File: config.mk
export PLATFORM = sky130hd
export DESIGN_NAME = win_mul_rr_sched
export DESIGN_NICKNAME = d
export VERILOG_FILES = /design/src/rtl/win_mul_rr_sched.sv
export SDC_FILE = /design/constraint.sdc
export NUM_CORES = 1
export LEC_CHECK = 0
export BUFFER_PORTS_ARGS = -buffer_cell sky130_fd_sc_hd__buf_2
export CORE_MARGIN = 4
export CORE_UTILIZATION = 30
export DETAILED_ROUTE_END_ITERATION = 16
export SLEW_MARGIN = 20
export SYNTH_ARGS = -nofsm -noshare
export SYNTH_HDL_FRONTEND = slang
export SYNTH_SLANG_ARGS = --single-unit
File: constraint.sdc
create_clock -name clk -period 10.85 [get_ports clk]
set_input_delay 0.5425 -clock clk [delete_from_list [all_inputs] [get_ports clk]]
set_output_delay 0.5425 -clock clk [all_outputs]
set_load 0.005 [all_outputs]
File: src/rtl/win_mul_rr_sched.sv
// -----------------------------------------------------------------------------
// win_mul_rr_sched
//
// Time-shares one 8x8 unsigned shift-add multiplier among NUM_REQ requesters.
// A work-conserving round-robin arbiter picks one valid requester per cycle.
// The product is returned on a single result bus, tagged with the index of the
// requester that issued it. A wrapping counter tracks consumed results.
//
// Optional feature (macro WIN_MUL_PIPE_REG_EN):
//   defined   - an operand register stage (a, b, id, valid) sits in front of
//               the multiplier, so latency is two edges.
//   undefined - the granted operands feed the multiplier directly and the
//               product is captured in the output register one edge after
//               accept.
//
// Ports:
//   clk        in   rising-edge clock
//   rst_n      in   asynchronous active-low reset
//   req_valid  in   [NUM_REQ]    per-requester operand valid
//   req_ready  out  [NUM_REQ]    per-requester accept, one-hot or zero
//   req_a      in   [NUM_REQ*8]  packed multiplicands, requester i at [8i+7:8i]
//   req_b      in   [NUM_REQ*8]  packed multipliers, same packing
//   res_valid  out  result valid
//   res_ready  in   result consumer ready
//   res_data   out  [16]         unsigned product a*b
//   res_id     out  [ID_W]       index of the issuing requester
//   op_cnt     out  [CNT_W]      number of consumed results, wraps
// -----------------------------------------------------------------------------
module win_mul_rr_sched #(
  parameter int NUM_REQ = 4,
  parameter int ID_W    = 2,
  parameter int CNT_W   = 16
) (
  input  logic                 clk,
  input  logic                 rst_n,
  input  logic [NUM_REQ-1:0]   req_valid,
  output logic [NUM_REQ-1:0]   req_ready,
  input  logic [NUM_REQ*8-1:0] req_a,
  input  logic [NUM_REQ*8-1:0] req_b,
  output logic                 res_valid,
  input  logic                 res_ready,
  output logic [15:0]          res_data,
  output logic [ID_W-1:0]      res_id,
  output logic [CNT_W-1:0]     op_cnt
);

  // Unsigned 8x8 multiply as the sum of eight shifted partial products.
  function automatic logic [15:0] shift_add_mul(input logic [7:0] a, input logic [7:0] b);
    logic [15:0] acc;
    acc = 16'd0;
    for (int k = 0; k < 8; k++) begin
      if (b[k]) begin
        acc = acc + ({8'd0, a} << k);
      end else begin
        acc = acc;
      end
    end
    return acc;
  endfunction

  logic [ID_W-1:0]    rr_ptr_r;
  logic               res_valid_r;
  logic [15:0]        res_data_r;
  logic [ID_W-1:0]    res_id_r;
  logic [CNT_W-1:0]   op_cnt_r;

  logic               out_load_s;
  logic               front_ready_s;
  logic               found_s;
  int                 idx_s;
  logic [NUM_REQ-1:0] grant_s;
  logic [ID_W-1:0]    grant_idx_s;
  logic [7:0]         grant_a_s;
  logic [7:0]         grant_b_s;

  logic               mul_valid_s;
  logic [7:0]         mul_a_s;
  logic [7:0]         mul_b_s;
  logic [ID_W-1:0]    mul_id_s;
  logic [15:0]        product_s;

  // The output register can take a new value when empty or being drained.
  assign out_load_s = !res_valid_r || res_ready;

  // Round-robin search from rr_ptr upward with wrap; first valid requester wins.
  always_comb begin
    grant_s     = '0;
    grant_idx_s = '0;
    grant_a_s   = 8'd0;
    grant_b_s   = 8'd0;
    found_s     = 1'b0;
    idx_s       = 0;
    if (front_ready_s) begin
      for (int k = 0; k < NUM_REQ; k++) begin
        idx_s = int'(rr_ptr_r) + k;
        if (idx_s >= NUM_REQ) begin
          idx_s = idx_s - NUM_REQ;
        end else begin
          idx_s = idx_s;
        end
        if (!found_s && req_valid[idx_s]) begin
          found_s        = 1'b1;
          grant_s[idx_s] = 1'b1;
          grant_idx_s    = ID_W'(idx_s);
          grant_a_s      = req_a[idx_s*8 +: 8];
          grant_b_s      = req_b[idx_s*8 +: 8];
        end else begin
          found_s = found_s;
        end
      end
    end else begin
      found_s = 1'b0;
    end
  end

  assign req_ready = grant_s;

  // Pointer moves just past the winner on an accept and holds otherwise.
  always_ff @(posedge clk or negedge rst_n) begin
    if (!rst_n) begin
      rr_ptr_r <= '0;
    end else if (found_s) begin
      if (grant_idx_s == ID_W'(NUM_REQ - 1)) begin
        rr_ptr_r <= '0;
      end else begin
        rr_ptr_r <= grant_idx_s + ID_W'(1);
      end
    end else begin
      rr_ptr_r <= rr_ptr_r;
    end
  end

`ifdef WIN_MUL_PIPE_REG_EN
  logic            op_valid_r;
  logic [7:0]      op_a_r;
  logic [7:0]      op_b_r;
  logic [ID_W-1:0] op_id_r;

  // The operand stage can refill when empty or when its content moves on.
  assign front_ready_s = !op_valid_r || out_load_s;

  // Operand stage: captures the granted operands ahead of the multiplier.
  always_ff @(posedge clk or negedge rst_n) begin
    if (!rst_n) begin
      op_valid_r <= 1'b0;
      op_a_r     <= 8'd0;
      op_b_r     <= 8'd0;
      op_id_r    <= '0;
    end else if (front_ready_s) begin
      op_valid_r <= found_s;
      if (found_s) begin
        op_a_r  <= grant_a_s;
        op_b_r  <= grant_b_s;
        op_id_r <= grant_idx_s;
      end
    end
  end

  assign mul_valid_s = op_valid_r;
  assign mul_a_s     = op_a_r;
  assign mul_b_s     = op_b_r;
  assign mul_id_s    = op_id_r;
`else
  assign front_ready_s = out_load_s;
  assign mul_valid_s   = found_s;
  assign mul_a_s       = grant_a_s;
  assign mul_b_s       = grant_b_s;
  assign mul_id_s      = grant_idx_s;
`endif

  assign product_s = shift_add_mul(mul_a_s, mul_b_s);

  // Output register: holds under backpressure, otherwise takes the next product.
  always_ff @(posedge clk or negedge rst_n) begin
    if (!rst_n) begin
      res_valid_r <= 1'b0;
      res_data_r  <= 16'd0;
      res_id_r    <= '0;
    end else if (out_load_s) begin
      res_valid_r <= mul_valid_s;
      if (mul_valid_s) begin
        res_data_r <= product_s;
        res_id_r   <= mul_id_s;
      end
    end
  end

  // Consumed-result counter, wraps naturally at 2^CNT_W.
  always_ff @(posedge clk or negedge rst_n) begin
    if (!rst_n) begin
      op_cnt_r <= '0;
    end else if (res_valid_r && res_ready) begin
      op_cnt_r <= op_cnt_r + CNT_W'(1);
    end else begin
      op_cnt_r <= op_cnt_r;
    end
  end

  assign res_valid = res_valid_r;
  assign res_data  = res_data_r;
  assign res_id    = res_id_r;
  assign op_cnt    = op_cnt_r;

endmodule
=== After elaboration in Yosys (flattened, before gate mapping) ===
Cells that the tools add are included.

* Flip-flop bits (word level): 37
* Bits of input ports: 71
* Output and inout bits: 39

* Add/subtract/negate cells: 16
* Magnitude comparators: 12
* Equality and inequality tests: 1
* Shift operators: 8
* Mux-type cells: 68
* Bitwise logic cells: 3
* Reduce and logical (&&, ||, !) cells: 14

{| class="wikitable"
|+ Operators with widths
! operator !! count
|-
| 2-to-1 mux 32 bit || 8
|-
| variable part select 32 x 32 -> 8 bit || 8
|-
| greater-or-equal comparator 32 x 1 -> 1 bit (second input constant) || 4
|-
| less-than comparator 32 x 4 -> 1 bit (second input constant) || 4
|-
| 2-to-1 mux 16 bit || 7
|-
| 2-to-1 mux 8 bit || 11
|-
| 2-to-1 mux 4 bit || 8
|-
| 2-to-1 mux 1 bit || 20
|-
| adder 16 x 1 -> 16 bit (second input constant) || 1
|-
| adder 16 x 10 -> 16 bit || 1
|-
| adder 16 x 11 -> 16 bit || 1
|-
| adder 16 x 12 -> 16 bit || 1
|-
| adder 16 x 13 -> 16 bit || 1
|-
| adder 16 x 14 -> 16 bit || 1
|-
| adder 16 x 15 -> 16 bit || 1
|-
| adder 16 x 9 -> 16 bit || 1
|-
| 2-to-1 mux 2 bit || 6
|-
| bitwise OR 4 bit || 3
|-
| subtractor 3 x 3 -> 4 bit (second input constant) || 3
|-
| greater-or-equal comparator 3 bit (second input constant) || 3
|-
| binary-select mux 1 bit (select 2 bit) || 4
|-
| demux 1 bit (select 2 bit) || 4
|-
| logical AND 1 bit || 8
|-
| adder 2 x 2 -> 3 bit (second input constant) || 2
|-
| other kinds (8) || 11
|}

=== Depth between registers and ports, before layout ===
* Depth after elaboration: 35
* Depth in mapped cells: 60
* Depth with buffers taken out: 54

=== Worst setup path before layout ===
OpenSTA, ideal clock, no wires.

* Path type: register to register
* Start: register rr_ptr_r[1]
* End: register res_data_r[13] (netlist: res_data[13])
* Data arrival time: 11.256 ns
* Data required time: 10.732 ns
* Path slack: -0.524 ns
* Stages on the path, launching flop included: 58
* Period minus slack after synthesis: 11.374 ns
* Cell sequence: dfrtp_1 -> buf_2 -> inv_1 -> clkbuf_1 -> clkbuf_1 -> ha_1 -> buf_6 -> buf_2 -> buf_2 -> buf_2 -> clkbuf_1 -> mux4_2 -> nand3_1 -> o21ai_0 -> o21ai_0 -> inv_1 -> ha_1 -> a21o_1 -> [... 22 more ...] -> inv_1 -> o21bai_1 -> a21oi_1 -> xnor2_1 -> o21ai_0 -> a31oi_1 -> ha_1 -> inv_1 -> o21bai_1 -> a21oi_1 -> xnor2_1 -> mux2_2 -> ha_1 -> inv_1 -> o21bai_1 -> xor2_1 -> a22o_1 -> a21o_1

* Longest elaborated chain between the ends: 35
* Elaborated cells on any way between the ends: 79

{| class="wikitable"
|+ Ends and longest elaborated chain
! what !! RTL line !! RTL
|-
| start, declared || 61 || <nowiki>logic [ID_W-1:0] rr_ptr_r;</nowiki>
|-
| start signal, assigned || 126 || <nowiki>rr_ptr_r <= grant_idx_s + ID_W'(1);</nowiki>
|-
| start signal, assigned || 129 || <nowiki>rr_ptr_r <= rr_ptr_r;</nowiki>
|-
| subtractor 2 x 3 -> 4 bit or greater-or-equal comparator 2 x 3 -> 1 bit (tied branches) || 97, 96 ||
|-
| 2-to-1 mux 32 bit || 96 || <nowiki>if (idx_s >= NUM_REQ) begin</nowiki>
|-
| 2-to-1 mux 32 bit || 93 || <nowiki>if (front_ready_s) begin</nowiki>
|-
| binary-select mux 1 bit (select 2 bit) || 101 || <nowiki>if (!found_s && req_valid[idx_s]) begin</nowiki>
|-
| 2-to-1 mux 1 bit (implied by the code) (2 in series) || 101 ||
|-
| 2-to-1 mux 1 bit || 101 ||
|-
| 2-to-1 mux 1 bit || 93 ||
|-
| zero test 1 bit || 101 ||
|-
| [... 18 more ...] || -- ||
|-
| adder 16 x 12 -> 16 bit || 53 || <nowiki>acc = acc + ({8'd0, a} << k);</nowiki>
|-
| 2-to-1 mux 16 bit || 52 || <nowiki>if (b[k]) begin</nowiki>
|-
| adder 16 x 13 -> 16 bit || 53 ||
|-
| 2-to-1 mux 16 bit || 52 ||
|-
| adder 16 x 14 -> 16 bit || 53 ||
|-
| 2-to-1 mux 16 bit || 52 ||
|-
| adder 16 x 15 -> 16 bit || 53 ||
|-
| 2-to-1 mux 16 bit || 52 ||
|-
| end signal, assigned || 182 || <nowiki>res_data_r <= product_s;</nowiki>
|-
| end, declared || 63 || <nowiki>logic [15:0] res_data_r;</nowiki>
|}

Several ways; a longest one is shown, not always the timed one. The select of a mux whose other input is x is not followed.
A chain may end at the register's enable or synchronous reset.

=== Final worst setup path ===
* Start: register rr_ptr_r[0]
* End: register res_data_r[14] (netlist: res_data[14])

Same word-level chain as after synthesis.

==> results by group <==
Worst setup path
  • Largest stage delay, worst path: 0.62 ns
  • Crit path required time: 11.02 ns
  • Max Fanout on Critical Path: 8
  • Worst EP arrival: 10.43 ns
  • Crit-path slowest cell: mux4_2
  • Nature of the critical path endpoint: flip-flop
  • Critical Path Start Type: flip-flop
  • Crit path kind: reg -> reg

GRT
  • Global-route wire length before repair: 34,870 um
  • Initial antenna violation count: 1
  • Vias in the first global route: 6,584
  • Largest net degree at the start of global routing: 42
  • Grt total ovfl: 0
  • Total GRT Usage: 16.16%

CTS
  • Root Driver: clkbuf_16
  • Clock Sinks: 37
  • Hold-fix buffers, CTS: 0
  • CTS buffer count: 5
  • H-tree levels: 2
  • Bufs on Longest Clock Path: 2
  • Clock Latency Late Sink: 0.28 ns
  • Clk slew on worst S/H paths: 0.06 ns
  • TritonCTS clock tree: built

Floorplanning
  • DIE AREA: 25,960 um2
  • Die X: 161.1 um
  • Site Rows: 55
  • Core area: 22,850 um2
  • Die Ht: 161.1 um
  • Initial core utilization: 30.78%
  • I/O pin count: 110

Logic synthesis
  • Sequential area share after synthesis: 13.16%
  • Count leader, synth: nand2_1
  • Commonest cells in the synthesized netlist: 72 x nand2_1, 63 x ha_1, 59 x nor2_1
  • Primary FF master, synth: dfrtp_1
  • Cell taking the most area after synthesis: dfrtp_1
  • Area fraction of the dominant cell type after synthesis: 13.16%
  • Ys Warns: 0
  • Largest cells by area after synthesis: dfrtp_1 13%, ha_1 11%, mux4_2 7.7%
  • Post-synth ARST share: 100.0%
  • Syn_nets: 972
  • Number of synthesized flops with an enable pin: 0
  • Syn Inst Count: 831
  • Yosys reg bits: 37
  • Mapped Area: 7033 um2
  • Synth Area per Inst: 8.463 um2
  • Cell variety after synth: 90

STA
  • Crit share post-route: 94.59%
  • Fmax: 97.44 MHz
  • Setup WS post-layout: 0.5868 ns
  • Final setup skew: 0.007234 ns
  • Worst-margin pin slew: 0.8897 ns
  • Final hold violations: 0
  • Final min period: 10.26 ns
  • Final Slew Violations: 0
  • Slew headroom: 40.68%
  • Setup violations, final: 0

Finish
  • Area growth syn-to-layout: 19.46%
  • Fin cells: 1,259
  • Layout cells sized above 1: 28.68%
  • Final layout net count: 1,085
  • Fillers: 2,381

Route
  • Drt drc: 0
  • Post-route ant nets: 0
  • Vias: 6,943
  • Drt first pass iters: 5
  • Detailed Route WL: 22,030 um
  • WL per Instance: 17.50 um
  • Initial DRC Count: 479
  • Vias/cell: 5.515

Min path
  • HP Class: in -> async

Placement
  • Port Buffers: 109
  • # placed instances: 1,230
  • Routability congestion estimate: 0.8638
  • Setup slack at placement: 0.1889 ns
  • Final HPWL DP: 16,970 um

Job
  • Max cap viols: 0

Run status
  • Status: complete, no violations
==> what timing repair did <==
item / CTS / global route
setup endpoints to repair: 0 / 6
resized for setup: 0 / 35
buffers inserted: 0 / 18
==> kinds of logic (layout without fill, tap and decap cells) <==
group                      Yosys count  after routing  synth area share [%]
AOI/OAI and AO/OA                  237            237                 24.07
xor gates and xnor gates            51             51                 6.351
muxes                              100            101                 19.25
DFF                                 37             37                 13.16
buffers and inverters               86            199                 6.191
and+or+nand+nor                    250            250                 17.77
other                                0              1                     0
adders and majority gates           70             70                 13.20
==> worst paths after layout <==
path	slack, ns	end	from	cells past startpoint
max	0.59	res_data[14]	rr_ptr_r[0]	48
min	0.39	op_cnt[15]	rst_n	1
max reg2reg	0.59	res_data[14]	rr_ptr_r[0]	48
min reg2reg	0.46	op_cnt[15]	op_cnt[15]	1
max in group asynchronous	9.81	rr_ptr_r[0]	rst_n	1
min in group clk	0.46	op_cnt[15]	op_cnt[15]	1
==> stage by stage <==
stage	instance area (um2)	TNS [ns]	hold slack (ns)	util, %
after floorplan	7038	0	0.2469	-
after global placement	7891	0	0.4561	34.54
after detailed placement	7891	0	0.4586	34.54
after CTS	8063	0	0.4155	35.29
after global routing	8399	-0.1028	0.4615	36.76
final	8402	0	0.3886	36.77
==> worst max-delay path: cells and delay by family (launching register included) <==
kind	cells	cell delay, ns
AOI/OAI and AO/OA	13	2.32
xor gates and xnor gates	6	0.90
adders and majority gates	10	3.23
buffers and inverters	7	0.76
DFF	1	0.48
muxes	6	1.77
and+or+nand+nor	6	0.69
==> sequential cells by signal, indices dropped and copies added (netlist names) <==
signal and count:
rr_ptr_r 2, res_valid 1, op_cnt 16, res_data 16
res_id 2
==> layout make-up <==
cell class	instances	area [um2]	area share [%]
clock inverter	3	46.29	0.5510
inverter	37	138.9	1.653
multi-input combinational	709	5832	69.41
tap	313	391.6	4.661
antenna	1	2.502	0.02978
timing repair buffer	154	935.9	11.14
clock buffer	5	125.1	1.489
sequential	37	929.6	11.06
==> layout by cell type (no fill, tap or decap), drive strengths merged, types with 8 or more instances in the layout <==
cell type | netlist | routed
a211oi | 9 | 9
a21o | 17 | 17
a21oi | 61 | 61
a22oi | 9 | 9
a31oi | 9 | 9
and2 | 8 | 8
buf | 35 | 152
dfrtp | 37 | 37
ha | 63 | 63
inv | 37 | 37
mux2 | 29 | 29
mux2i | 47 | 47
mux4 | 24 | 25
nand2 | 73 | 73
nand3 | 35 | 35
nor2 | 61 | 61
nor2b | 12 | 12
nor3 | 14 | 14
o21a | 12 | 12
o21ai | 42 | 42
o21bai | 13 | 13
xnor2 | 35 | 35
xor2 | 16 | 16
==> layer usage <==
metal / GRT usage, % / share of wire, % / vias to the layer above
met1: 22.27 / 45 / 3364
met3: 2.271 / 6.3 / 33
met5: 0 / 0.032 / -
met4: 3.994 / 2.2 / 2
met2: 26.78 / 46 / 200
li1: - / - / 3344
Power is not shown: default switching activity piles up to over one toggle a cycle in this logic, so the estimate is an artifact.
